### config.mk
export PLATFORM = sky130hd
export DESIGN_NAME = fir_mac_param_flat
export DESIGN_NICKNAME = d
export VERILOG_FILES = /design/src/rtl/fir_pkg.sv /design/src/rtl/fir_mac_param_if.sv /design/src/rtl/fir_coef_bank.sv /design/src/rtl/fir_mac_param.sv /design/src/flat_wrapper.sv
export SDC_FILE = /design/constraint.sdc
export NUM_CORES = 1
export LEC_CHECK = 0
export BUFFER_PORTS_ARGS = -buffer_cell sky130_fd_sc_hd__buf_2
export CORE_UTILIZATION = 45
export CTS_BUF_LIST = sky130_fd_sc_hd__clkbuf_16
export DETAILED_ROUTE_END_ITERATION = 8
export PLACE_DENSITY_LB_ADDON = 0.15
export SYNTH_ARGS = -nofsm -noshare
export SYNTH_HDL_FRONTEND = slang
export SYNTH_SLANG_ARGS = --single-unit
### constraint.sdc
create_clock -name clk -period 6.56 [get_ports clk]
set_input_delay 0 -clock clk [delete_from_list [all_inputs] [get_ports clk]]
set_output_delay 0 -clock clk [all_outputs]
set_load 0.03 [all_outputs]
### src/rtl/fir_pkg.sv
// Shared definitions for the parametrised FIR MAC engine: FSM encoding,
// default coefficient set and a saturation helper.
package fir_pkg;

  typedef enum logic [1:0] {
    ST_IDLE  = 2'd0,
    ST_FETCH = 2'd1,
    ST_DRAIN = 2'd2,
    ST_WRITE = 2'd3
  } state_t;

  // Hard upper bound on the tap count; the coefficient index is 4 bits wide.
  localparam int MAX_TAPS = 16;

  // Taps 0..4 reproduce the old fixed 5-tap filter; the rest are zero.
  localparam int DEFAULT_COEF [MAX_TAPS] = '{1, 2, 3, 2, 1, 0, 0, 0,
                                             0, 0, 0, 0, 0, 0, 0, 0};

  // Clamp a signed value into the signed range of a 'bits'-wide word.
  function automatic logic signed [63:0] sat_signed(input logic signed [63:0] value,
                                                    input int bits);
    logic signed [63:0] hi;
    logic signed [63:0] lo;
    hi = (64'sd1 <<< (bits - 1)) - 64'sd1;
    lo = -hi - 64'sd1;
    if (value > hi) return hi;
    if (value < lo) return lo;
    return value;
  endfunction

endpackage

### src/rtl/fir_mac_param_if.sv
// Controller, coefficient-load and dual-port sample RAM signals of the FIR
// engine. 'slave' is the engine's view, 'master' is the surrounding system.
interface fir_mac_param_if #(
  parameter int DATA_W = 8,
  parameter int COEF_W = 8,
  parameter int ADDR_W = 10
);
  logic              start;
  logic [ADDR_W-1:0] input_addr;
  logic [ADDR_W-1:0] output_addr;
  logic [ADDR_W-1:0] sample_count;
  logic              busy;
  logic              done;
  logic              coef_we;
  logic [3:0]        coef_idx;
  logic [COEF_W-1:0] coef_data;
  logic [ADDR_W-1:0] mem_addr_a;
  logic              mem_re_a;
  logic [DATA_W-1:0] mem_data_out_a;
  logic [ADDR_W-1:0] mem_addr_b;
  logic [DATA_W-1:0] mem_data_in_b;
  logic              mem_we_b;

  modport slave (
    input  start, input_addr, output_addr, sample_count,
    input  coef_we, coef_idx, coef_data,
    input  mem_data_out_a,
    output busy, done,
    output mem_addr_a, mem_re_a,
    output mem_addr_b, mem_data_in_b, mem_we_b
  );

  modport master (
    output start, input_addr, output_addr, sample_count,
    output coef_we, coef_idx, coef_data,
    output mem_data_out_a,
    input  busy, done,
    input  mem_addr_a, mem_re_a,
    input  mem_addr_b, mem_data_in_b, mem_we_b
  );
endinterface

### src/rtl/fir_coef_bank.sv
// Runtime-loadable coefficient register file with a combinational read port.
// Writes are blocked while the engine is running so a run never sees a mix
// of old and new taps.
module fir_coef_bank
  import fir_pkg::*;
#(
  parameter int COEF_W   = 8,
  parameter int NUM_TAPS = 5
) (
  input  logic                     clk,
  input  logic                     rst_n,
  input  logic                     lock,
  input  logic                     we,
  input  logic [3:0]               wr_idx,
  input  logic [COEF_W-1:0]        wr_data,
  input  logic [3:0]               rd_idx,
  output logic signed [COEF_W-1:0] rd_data
);

  // Entries at or above NUM_TAPS stay at zero and are never written.
  logic signed [COEF_W-1:0] h [MAX_TAPS];

  // Reset to the default taps, otherwise accept unlocked in-range writes.
  // NOTE: this is a tiny flop-based register file, so resetting it is cheap
  // and gives a known filter after reset; a real RAM would not be reset.
  always_ff @(posedge clk) begin
    for (int i = 0; i < MAX_TAPS; i++) begin
      if (!rst_n) begin
        h[i] <= (i < NUM_TAPS) ? COEF_W'(DEFAULT_COEF[i]) : '0;
      end else if (we && !lock && (int'(wr_idx) == i) && (i < NUM_TAPS)) begin
        h[i] <= wr_data;
      end
    end
  end

  assign rd_data = h[rd_idx];

endmodule

### src/rtl/fir_mac_param.sv
// Single-MAC memory-to-memory FIR engine. For each output sample it reads
// NUM_TAPS history samples from RAM port A (one per clock, 1-cycle read
// latency), accumulates sample*coefficient, scales the result and writes it
// through RAM port B.
module fir_mac_param
  import fir_pkg::*;
#(
  parameter int DATA_W    = 8,
  parameter int COEF_W    = 8,
  parameter int NUM_TAPS  = 5,
  parameter int ADDR_W    = 10,
  parameter int ACC_W     = 20,
  parameter int OUT_SHIFT = 8,
  parameter int SATURATE  = 1
) (
  input logic           clk,
  input logic           rst_n,
  fir_mac_param_if.slave bus
);

  localparam int         PROD_W = DATA_W + COEF_W;
  localparam logic [3:0] LAST_K = 4'(NUM_TAPS - 1);

  state_t                    state;
  state_t                    state_nx;
  logic [ADDR_W-1:0]         n;
  logic [ADDR_W-1:0]         in_base;
  logic [ADDR_W-1:0]         out_base;
  logic [ADDR_W-1:0]         count;
  logic [3:0]                k;
  logic [3:0]                tap_prev;
  logic                      valid_prev;
  logic                      done_q;
  logic signed [ACC_W-1:0]   acc;
  logic signed [ACC_W-1:0]   term;
  logic signed [ACC_W-1:0]   shifted;
  logic signed [DATA_W-1:0]  sample;
  logic signed [DATA_W-1:0]  scaled;
  logic signed [COEF_W-1:0]  coef;
  logic signed [PROD_W-1:0]  prod;
  logic                      busy_i;
  logic                      rd_ok;
  logic                      last_sample;

  assign busy_i      = (state != ST_IDLE);
  // Taps reaching before the first sample are zero-padded: no read issued.
  assign rd_ok       = (state == ST_FETCH) && (n >= ADDR_W'(k));
  assign last_sample = (n == count - ADDR_W'(1));
  assign bus.busy    = busy_i;
  assign bus.done    = done_q;

  fir_coef_bank #(
    .COEF_W  (COEF_W),
    .NUM_TAPS(NUM_TAPS)
  ) u_coef (
    .clk    (clk),
    .rst_n  (rst_n),
    .lock   (busy_i),
    .we     (bus.coef_we),
    .wr_idx (bus.coef_idx),
    .wr_data(bus.coef_data),
    .rd_idx (tap_prev),
    .rd_data(coef)
  );

  // MAC term for the sample returned by last cycle's read, plus output scaling.
  always_comb begin
    sample  = $signed(bus.mem_data_out_a);
    prod    = PROD_W'(sample) * PROD_W'(coef);
    term    = valid_prev ? ACC_W'(prod) : '0;
    shifted = acc >>> OUT_SHIFT;
    if (SATURATE != 0) begin
      scaled = DATA_W'(sat_signed(64'(shifted), DATA_W));
    end else begin
      scaled = shifted[DATA_W-1:0];
    end
  end

  // State register.
  // NOTE: clocked state is always updated with non-blocking assignments so
  // every flop samples pre-edge values regardless of block ordering.
  always_ff @(posedge clk) begin
    if (!rst_n) begin
      state <= ST_IDLE;
    end else begin
      state <= state_nx;
    end
  end

  // Next-state decode and memory port drive.
  // NOTE: every output of this block is given a default first so no path
  // leaves a signal unassigned, which would otherwise infer a latch.
  always_comb begin
    state_nx          = state;
    bus.mem_re_a      = 1'b0;
    bus.mem_addr_a    = '0;
    bus.mem_we_b      = 1'b0;
    bus.mem_addr_b    = '0;
    bus.mem_data_in_b = '0;
    case (state)
      ST_IDLE: begin
        if (bus.start) begin
          state_nx = (bus.sample_count == '0) ? ST_IDLE : ST_FETCH;
        end
      end
      ST_FETCH: begin
        if (rd_ok) begin
          bus.mem_re_a   = 1'b1;
          bus.mem_addr_a = in_base + n - ADDR_W'(k);
        end
        if (k == LAST_K) state_nx = ST_DRAIN;
      end
      ST_DRAIN: begin
        state_nx = ST_WRITE;
      end
      ST_WRITE: begin
        bus.mem_we_b      = 1'b1;
        bus.mem_addr_b    = out_base + n;
        bus.mem_data_in_b = scaled;
        state_nx          = last_sample ? ST_IDLE : ST_FETCH;
      end
      default: state_nx = ST_IDLE;
    endcase
  end

  // Run bookkeeping, tap pipeline and accumulator.
  always_ff @(posedge clk) begin
    if (!rst_n) begin
      n          <= '0;
      k          <= '0;
      tap_prev   <= '0;
      valid_prev <= 1'b0;
      acc        <= '0;
      in_base    <= '0;
      out_base   <= '0;
      count      <= '0;
      done_q     <= 1'b0;
    end else begin
      valid_prev <= rd_ok;
      tap_prev   <= k;
      case (state)
        ST_IDLE: begin
          if (bus.start) begin
            in_base  <= bus.input_addr;
            out_base <= bus.output_addr;
            count    <= bus.sample_count;
            n        <= '0;
            k        <= '0;
            done_q   <= (bus.sample_count == '0);
          end
        end
        ST_FETCH: begin
          acc <= (k == 4'd0) ? term : acc + term;
          k   <= (k == LAST_K) ? 4'd0 : k + 4'd1;
        end
        ST_DRAIN: begin
          acc <= acc + term;
        end
        ST_WRITE: begin
          k <= 4'd0;
          if (last_sample) begin
            done_q <= 1'b1;
          end else begin
            n <= n + ADDR_W'(1);
          end
        end
        default: ;
      endcase
    end
  end

endmodule

### src/flat_wrapper.sv
// flat-port wrapper written by rule: the top's interface ports become plain ports
module fir_mac_param_flat import fir_pkg::*;
#(
  parameter int DATA_W    = 8,
  parameter int COEF_W    = 8,
  parameter int NUM_TAPS  = 5,
  parameter int ADDR_W    = 10,
  parameter int ACC_W     = 20,
  parameter int OUT_SHIFT = 8,
  parameter int SATURATE  = 1
)
  (clk, rst_n, bus_start, bus_input_addr, bus_output_addr, bus_sample_count, bus_coef_we, bus_coef_idx, bus_coef_data, bus_mem_data_out_a, bus_busy, bus_done, bus_mem_addr_a, bus_mem_re_a, bus_mem_addr_b, bus_mem_data_in_b, bus_mem_we_b);
  fir_mac_param_if #(.DATA_W(DATA_W), .COEF_W(COEF_W), .ADDR_W(ADDR_W)) bus_i ();
  input logic clk;
  input logic rst_n;
  input wire logic [$bits(bus_i.start)-1:0] bus_start;
  input wire logic [$bits(bus_i.input_addr)-1:0] bus_input_addr;
  input wire logic [$bits(bus_i.output_addr)-1:0] bus_output_addr;
  input wire logic [$bits(bus_i.sample_count)-1:0] bus_sample_count;
  input wire logic [$bits(bus_i.coef_we)-1:0] bus_coef_we;
  input wire logic [$bits(bus_i.coef_idx)-1:0] bus_coef_idx;
  input wire logic [$bits(bus_i.coef_data)-1:0] bus_coef_data;
  input wire logic [$bits(bus_i.mem_data_out_a)-1:0] bus_mem_data_out_a;
  output wire logic [$bits(bus_i.busy)-1:0] bus_busy;
  output wire logic [$bits(bus_i.done)-1:0] bus_done;
  output wire logic [$bits(bus_i.mem_addr_a)-1:0] bus_mem_addr_a;
  output wire logic [$bits(bus_i.mem_re_a)-1:0] bus_mem_re_a;
  output wire logic [$bits(bus_i.mem_addr_b)-1:0] bus_mem_addr_b;
  output wire logic [$bits(bus_i.mem_data_in_b)-1:0] bus_mem_data_in_b;
  output wire logic [$bits(bus_i.mem_we_b)-1:0] bus_mem_we_b;
  assign bus_i.start = bus_start;
  assign bus_i.input_addr = bus_input_addr;
  assign bus_i.output_addr = bus_output_addr;
  assign bus_i.sample_count = bus_sample_count;
  assign bus_i.coef_we = bus_coef_we;
  assign bus_i.coef_idx = bus_coef_idx;
  assign bus_i.coef_data = bus_coef_data;
  assign bus_i.mem_data_out_a = bus_mem_data_out_a;
  assign bus_busy = bus_i.busy;
  assign bus_done = bus_i.done;
  assign bus_mem_addr_a = bus_i.mem_addr_a;
  assign bus_mem_re_a = bus_i.mem_re_a;
  assign bus_mem_addr_b = bus_i.mem_addr_b;
  assign bus_mem_data_in_b = bus_i.mem_data_in_b;
  assign bus_mem_we_b = bus_i.mem_we_b;
  fir_mac_param #(.DATA_W(DATA_W), .COEF_W(COEF_W), .NUM_TAPS(NUM_TAPS), .ADDR_W(ADDR_W), .ACC_W(ACC_W), .OUT_SHIFT(OUT_SHIFT), .SATURATE(SATURATE)) u_core (.clk(clk), .rst_n(rst_n), .bus(bus_i));
endmodule
==> results.sh, run 1 <==
export IMPL_synthCells=1118
export IMPL_drt_iter0_drc=366
export IMPL_pre_cts_worst_setup_slack_ns=-0.126
export IMPL_synthToLayoutAreaGrowth_pct=24.3
export IMPL_cp_required_ns=6.85
export IMPL_pwr_share_comb=0.734
export IMPL_final_period_utilization=0.974
export IMPL_wire_per_inst_um=15.1
export IMPL_sequential_area_share_after_synthesis=0.272
export IMPL_asyncSetResetFlopFracSynth=0
export IMPL_initial_core_util=0.460
export IMPL_cts_num_sinks=112
export IMPL_ant_nets=0
export IMPL_cts_tree="done"
export IMPL_postLayoutCoreUtil=0.572
export IMPL_report_final_slew_viol_count=0
export IMPL_postSynthAreaPerCell_um2=8.68
export IMPL_switching_share=0.453
export IMPL_synth_ff_type="dfxtp_1"
export IMPL_cts_path_max_buffers=2
export IMPL_place_inst=1514
export IMPL_crit_path_class="reg2reg"
export IMPL_share_of_final_layout_standard_cells_stronger_than_drive_strength_1=0.216
export IMPL_syn_cell_area_um2=9710
export IMPL_worst_hold_slack_across_all_endpoints_ns=0.0889
export IMPL_first_pass_iters=5
export IMPL_p_int_w=0.00309
export IMPL_final_hold_violation_count=0
export IMPL_crit_path_max_fanout=8
export IMPL_worst_hold_path_type="in2reg"
export IMPL_finClkSkew_ns=0.0189
export IMPL_htree_levels=3
export IMPL_cp_common_cell="fa_1"
export IMPL_die_area_um2=22200
export IMPL_synthesis_nets=1319
export IMPL_seq_power_share=0.162
export IMPL_fp_dieH_um=149
export IMPL_worst_skew_pair_late_latency_ns=0.37
export IMPL_crit_family="adder cells"
export IMPL_gpl_final_weighted_congestion=0.827
export IMPL_power_switching_w=0.00256
export IMPL_worst_slew_margin_rel=0.171
export IMPL_p_leak_nw=5.35
export IMPL_insertedDiodeCount=0
export IMPL_dp_final_hpwl_um=18100
export IMPL_die_x_um=149
export IMPL_cp_slowest_cell="fa_1"
export IMPL_post_route_min_period_ns=6.39
export IMPL_placement_io_buffers=85
export IMPL_finalNetCount=1504
export IMPL_vdd_ir_drop_max_v=0.000306
export IMPL_routed_via_count=8152
export IMPL_setup_viol=0
export IMPL_first_global_vias=8065
export IMPL_final_fill_count=1946
export IMPL_max_stage_delay_ns=0.53
export IMPL_share_clk_of_total_power=0.104
export IMPL_avgViaCountPerCell=5.15
export IMPL_bufs_and_invs_on_worst_path=7
export IMPL_highest_attainable_clock_frequency_mhz=156
export IMPL_report_power_total_w=0.00565
export IMPL_critical_path_startpoint_type="flip-flop"
export IMPL_ys_seq_elements=112
export IMPL_synth_enable_flop_cells=40
export IMPL_overflow=0
export IMPL_yosys_warnings=0
export IMPL_root_buffer="clkbuf_16"
export IMPL_reg_area_um2=2650
export IMPL_worstSetupEndpointType="flip-flop"
export IMPL_final_setup_worst_slack_ns=0.170
export IMPL_antenna_found_initial=0
export IMPL_fp_coreArea_um2=21100
export IMPL_routed_wirelength_um=23900
export IMPL_status="finished clean"
export IMPL_critPathArrivalTime_ns=6.68
export IMPL_worst_pin_slew_ns=1.23
export IMPL_cap_violations=0
export IMPL_global_route_wire_length_before_repair_um=39600
export IMPL_post_route_drc=0
export IMPL_clk_pin_slew_worst_paths_ns=0.09
export IMPL_ios=86
export IMPL_unrepaired_setup_endpoints_after_global_routing="yes"
export IMPL_number_of_buffers_added_by_the_clock_tree_synthesis_step=9
export IMPL_groute_usage_overall=0.224
export IMPL_cellPowerDensity_nw_per_um2=468
export IMPL_final_cell_count_no_fill=1583
export IMPL_grt_start_max_net_pins=49
export IMPL_synth_lib_cells_used_distinct=66
export IMPL_site_row_count=53
export IMPL_multi_input_comb_area_um2=6710
-- metrics by stage --
stage	setup TNS, ns	area (µm²)
after floorplan	0	9780
after global placement	-0.0241	10900
after detailed placement	-0.418	10900
after CTS	0	11700
after global routing	-0.533	12100
final	0	12100
-- sequential cells by signal, summed over array words and instances, names as in the netlist, named ones only --
register,cells
u_core.state,2
u_core.n,10
u_core.k,4
u_core.bus.done,1
u_core.valid_prev,1
u_core.u_coef.h,40
u_core.acc,20
u_core.out_base,10
u_core.count,10
u_core.in_base,10
-- routing by layer --
metal,track usage,wire [µm]
met4,0.0628,448
met3,0.0269,812
met5,0,0
met1,0.290,10900
met2,0.393,11700
-- logic make-up after synthesis --
group,count (synthesis),synth area share
compound gates,205,0.134
xor+xnor,67,0.0612
fa+ha+maj,147,0.237
buf+inv,188,0.0738
flops,112,0.272
mux,12,0.0228
simple gates,387,0.198
-- worst min-delay path, cell delays in order --
cell,delay [ns]
buf_2,0.11
nand2_1,0.11
or3_1,0.13
-- cell type report --
class	count	share of cell area
multi-input combinational	818	0.556
inverter	153	0.0476
timing repair buffer	209	0.124
clock inverter	7	0.00591
sequential	112	0.219
tap	275	0.0285
clock buffer	9	0.0187
-- what timing repair did --
action,CTS,global route
hold buffers,38,0
resized for setup,16,73
pin swaps,7,71
setup endpoints to repair,8,10
endpoints found under the hold margin,66,0
setup buffers,2,13
-- synth_stat cells, types with 5 or more instances --
cell,n,area [µm²]
o21a_1,16,120
clkbuf_1,31,116
a211oi_1,7,52.6
nor2b_1,6,37.5
a22oi_1,9,67.6
inv_1,150,563
a31oi_1,6,37.5
dfxtp_1,72,1440
a21oi_1,68,340
nor3_1,18,90.1
and3_1,5,31.3
mux4_2,8,180
or3_1,14,87.6
nor2_1,90,338
a311oi_1,7,61.3
nand2b_1,6,37.5
and2_1,97,607
nand4_1,10,62.6
fa_1,62,1240
nand2_1,110,413
a21o_1,13,97.6
o211ai_1,7,52.6
nand3_1,12,60.1
o21ai_0,40,200
o21bai_1,6,45.0
ha_1,85,1060
xnor2_1,53,464
nor4_1,6,37.5
edfxtp_1,40,1200
xor2_1,13,114
-- cell usage in the layout, fill, tap and decap left out, types with 8 or more instances in the layout --
cell / instances
buf_6: 9
clkbuf_16: 9
nor3_1: 16
fa_1: 59
mux4_2: 8
o21ai_0: 35
nand2_1: 106
nor2_1: 82
a21oi_1: 64
edfxtp_1: 40
dfxtp_1: 70
and2_4: 10
or3_1: 14
nand4_1: 10
inv_1: 137
xnor2_1: 52
and2_1: 87
o21a_1: 16
nand3_1: 12
dlygate4sd3_1: 38
buf_2: 85
buf_4: 76
ha_1: 72
a21o_1: 13
xor2_1: 13
inv_2: 14
ha_4: 11
-- worst paths after layout --
kind / slack, ns / startpoint / endpoint / depth (start not counted)
max: 0.17 / flip-flop / u_core.acc[17]$_SDFFE_PN0P_ / 29
min: 0.09 / bus_coef_idx[2] / u_core.u_coef.h[4][0]$_SDFFCE_PN1P_ / 3
max reg2reg: 0.17 / flip-flop / u_core.acc[17]$_SDFFE_PN0P_ / 29
min reg2reg: 0.46 / u_core.in_base[7]$_SDFFE_PN0P_ / u_core.in_base[7]$_SDFFE_PN0P_ / 2
-- power by group through the flow --
stage	Combinational, W	Clock (W)	Sequential, W
after floorplan	0.00253	0	0.000897
after global placement	0.00362	0	0.000927
after detailed placement	0.00367	0	0.000930
after CTS	0.00376	0.000599	0.000915
after global routing	0.00467	0.000625	0.000930
final	0.00414	0.000588	0.000916
Power figures use the tool's default switching activity.
==> run 2: changes to the inputs <==
--- a/config.mk
+++ b/config.mk
@@ -6,9 +6,10 @@
 export NUM_CORES = 1
 export LEC_CHECK = 0
 export BUFFER_PORTS_ARGS = -buffer_cell sky130_fd_sc_hd__buf_2
-export CORE_UTILIZATION = 45
+export CORE_UTILIZATION = 40
 export CTS_BUF_LIST = sky130_fd_sc_hd__clkbuf_16
 export DETAILED_ROUTE_END_ITERATION = 8
+export HOLD_SLACK_MARGIN = 0.06
 export PLACE_DENSITY_LB_ADDON = 0.15
 export SYNTH_ARGS = -nofsm -noshare
 export SYNTH_HDL_FRONTEND = slang
==> results.sh, run 2 (synthesis results as in run 1) <==
export IMPL_highest_attainable_clock_frequency_mhz=156
export IMPL_insertedDiodeCount=0
export IMPL_fp_dieH_um=158
export IMPL_cap_violations=0
export IMPL_ant_nets=0
export IMPL_final_cell_count_no_fill=1616
export IMPL_worst_skew_pair_late_latency_ns=0.37
export IMPL_final_hold_violation_count=0
export IMPL_drt_iter0_drc=382
export IMPL_largestRegisters="u_core.u_coef.h x40, u_core.acc x20"
export IMPL_final_setup_worst_slack_ns=0.147
export IMPL_antenna_found_initial=0
export IMPL_largest_register="u_core.u_coef.h"
export IMPL_post_route_drc=0
export IMPL_final_period_utilization=0.978
export IMPL_share_of_final_layout_standard_cells_stronger_than_drive_strength_1=0.208
export IMPL_cts_tree="done"
export IMPL_crit_path_class="reg2reg"
export IMPL_clk_pin_slew_worst_paths_ns=0.09
export IMPL_p_leak_nw=5.31
export IMPL_finalNetCount=1493
export IMPL_routed_via_count=8065
export IMPL_pre_cts_worst_setup_slack_ns=-0.173
export IMPL_die_x_um=158
export IMPL_post_route_min_period_ns=6.41
export IMPL_number_of_flip_flops_in_the_largest_register=40
export IMPL_commonest_non_fill_non_tap_cell_in_the_layout="inv_1"
export IMPL_htree_levels=3
export IMPL_critPathArrivalTime_ns=6.71
export IMPL_fp_coreArea_um2=23600
export IMPL_setup_viol=0
export IMPL_wire_per_inst_um=15.1
export IMPL_groute_usage_overall=0.204
export IMPL_gpl_final_weighted_congestion=0.848
export IMPL_cp_required_ns=6.85
export IMPL_worstSetupEndpointType="flip-flop"
export IMPL_overflow=0
export IMPL_global_route_wire_length_before_repair_um=39800
export IMPL_number_of_buffers_added_by_the_clock_tree_synthesis_step=9
export IMPL_placement_io_buffers=85
export IMPL_cts_num_sinks=112
export IMPL_site_row_count=56
export IMPL_initial_core_util=0.411
export IMPL_place_inst=1544
export IMPL_cts_path_max_buffers=2
export IMPL_dp_final_hpwl_um=18200
export IMPL_worst_pin_slew_ns=1.25
export IMPL_status="finished clean"
export IMPL_worst_hold_path_type="in2reg"
export IMPL_vdd_ir_drop_max_v=0.000269
export IMPL_finClkSkew_ns=0.0153
export IMPL_avgViaCountPerCell=4.99
export IMPL_grt_start_max_net_pins=42
export IMPL_report_final_slew_viol_count=0
export IMPL_worst_slew_margin_rel=0.161
export IMPL_first_global_vias=7950
export IMPL_commonest_cells_after_routing_fill_and_taps_aside="inv_1 (140), nand2_1 (109), and2_1 (89)"
export IMPL_ios=86
export IMPL_synthToLayoutAreaGrowth_pct=24.9
export IMPL_routed_wirelength_um=24400
export IMPL_root_buffer="clkbuf_16"
export IMPL_cellPowerDensity_nw_per_um2=463
export IMPL_crit_path_max_fanout=8
export IMPL_unrepaired_setup_endpoints_after_global_routing="yes"
export IMPL_critical_path_startpoint_type="flip-flop"
export IMPL_first_pass_iters=5
export IMPL_die_area_um2=24900
-- run 2: stage by stage --
stage                     hold WS [ns]  power, W  TNS (ns)  instance area [µm²]   util
final                           0.0748   0.00561         0                12100  0.513
after global routing            0.0887   0.00613    -0.359                12100  0.513
after CTS                       0.0620   0.00531         0                11800  0.500
after detailed placement         0.245   0.00444    -0.628                10900  0.462
after global placement           0.241   0.00440    -0.236                10900  0.462
after floorplan                  0.136   0.00343         0                 9780      -
-- run 2: report_power, final --
| group | internal (W) | switching (W) |
|---|---|---|
| clock network | 0.000287 | 0.000338 |
| registers | 0.000821 | 0.0000986 |
| logic | 0.00190 | 0.00217 |
| total | 0.00301 | 0.00260 |
-- run 2: layout make-up --
cell class / count / area (µm²)
clock buffers: 9 / 225
repair buffers: 198 / 1430
flip-flops and latches: 112 / 2650
fillers: 2258 / 11500
clock inverters: 7 / 98.8
well taps: 319 / 399
multi-input cells: 818 / 6750
inverters: 153 / 574
-- run 2: critical path, stage by stage, from the launching register on --
cell	delay [ns]
dfxtp_4	0.40
buf_12	0.13
mux4_2	0.51
a22oi_2	0.22
nor2_4	0.10
and2_4	0.19
ha_1	0.31
buf_6	0.15
fa_2	0.57
inv_1	0.07
fa_1	0.50
fa_1	0.55
inv_1	0.06
ha_4	0.25
and2_4	0.14
a22o_1	0.21
a311oi_4	0.31
xor2_1	0.12
nor2_1	0.18
ha_2	0.32
o21ai_2	0.13
nand2b_1	0.09
and3_4	0.18
a221oi_4	0.27
xnor2_1	0.14
nand2_1	0.06
a31oi_1	0.17
-- run 2: path summary, 6_finish.rpt --
check	slack (ns)	from	end	cells after the start
min	0.07	bus_start	u_core.k[1]$_SDFFE_PN0P_	4
min reg2reg	0.46	u_core.in_base[2]$_SDFFE_PN0P_	u_core.in_base[2]$_SDFFE_PN0P_	2
max	0.15	flip-flop	u_core.acc[17]$_SDFFE_PN0P_	26
max reg2reg	0.15	flip-flop	u_core.acc[17]$_SDFFE_PN0P_	26
-- run 2: per-layer routing --
metal	up-vias	part of all wire	global-route usage
met1	3841	0.46	0.260
met5	-	0	0
met4	0	0.014	0.0472
met3	19	0.027	0.0266
met2	116	0.50	0.362
li1	4089	-	-
-- run 2: timing repair --
item                                   CTS  global route
resized for setup                       28            63
setup endpoints to repair                8             9
cloned                                   1             0
pin swaps                               12            69
hold buffers                            38             0
buffers inserted                        12             6
endpoints found under the hold margin   71             0
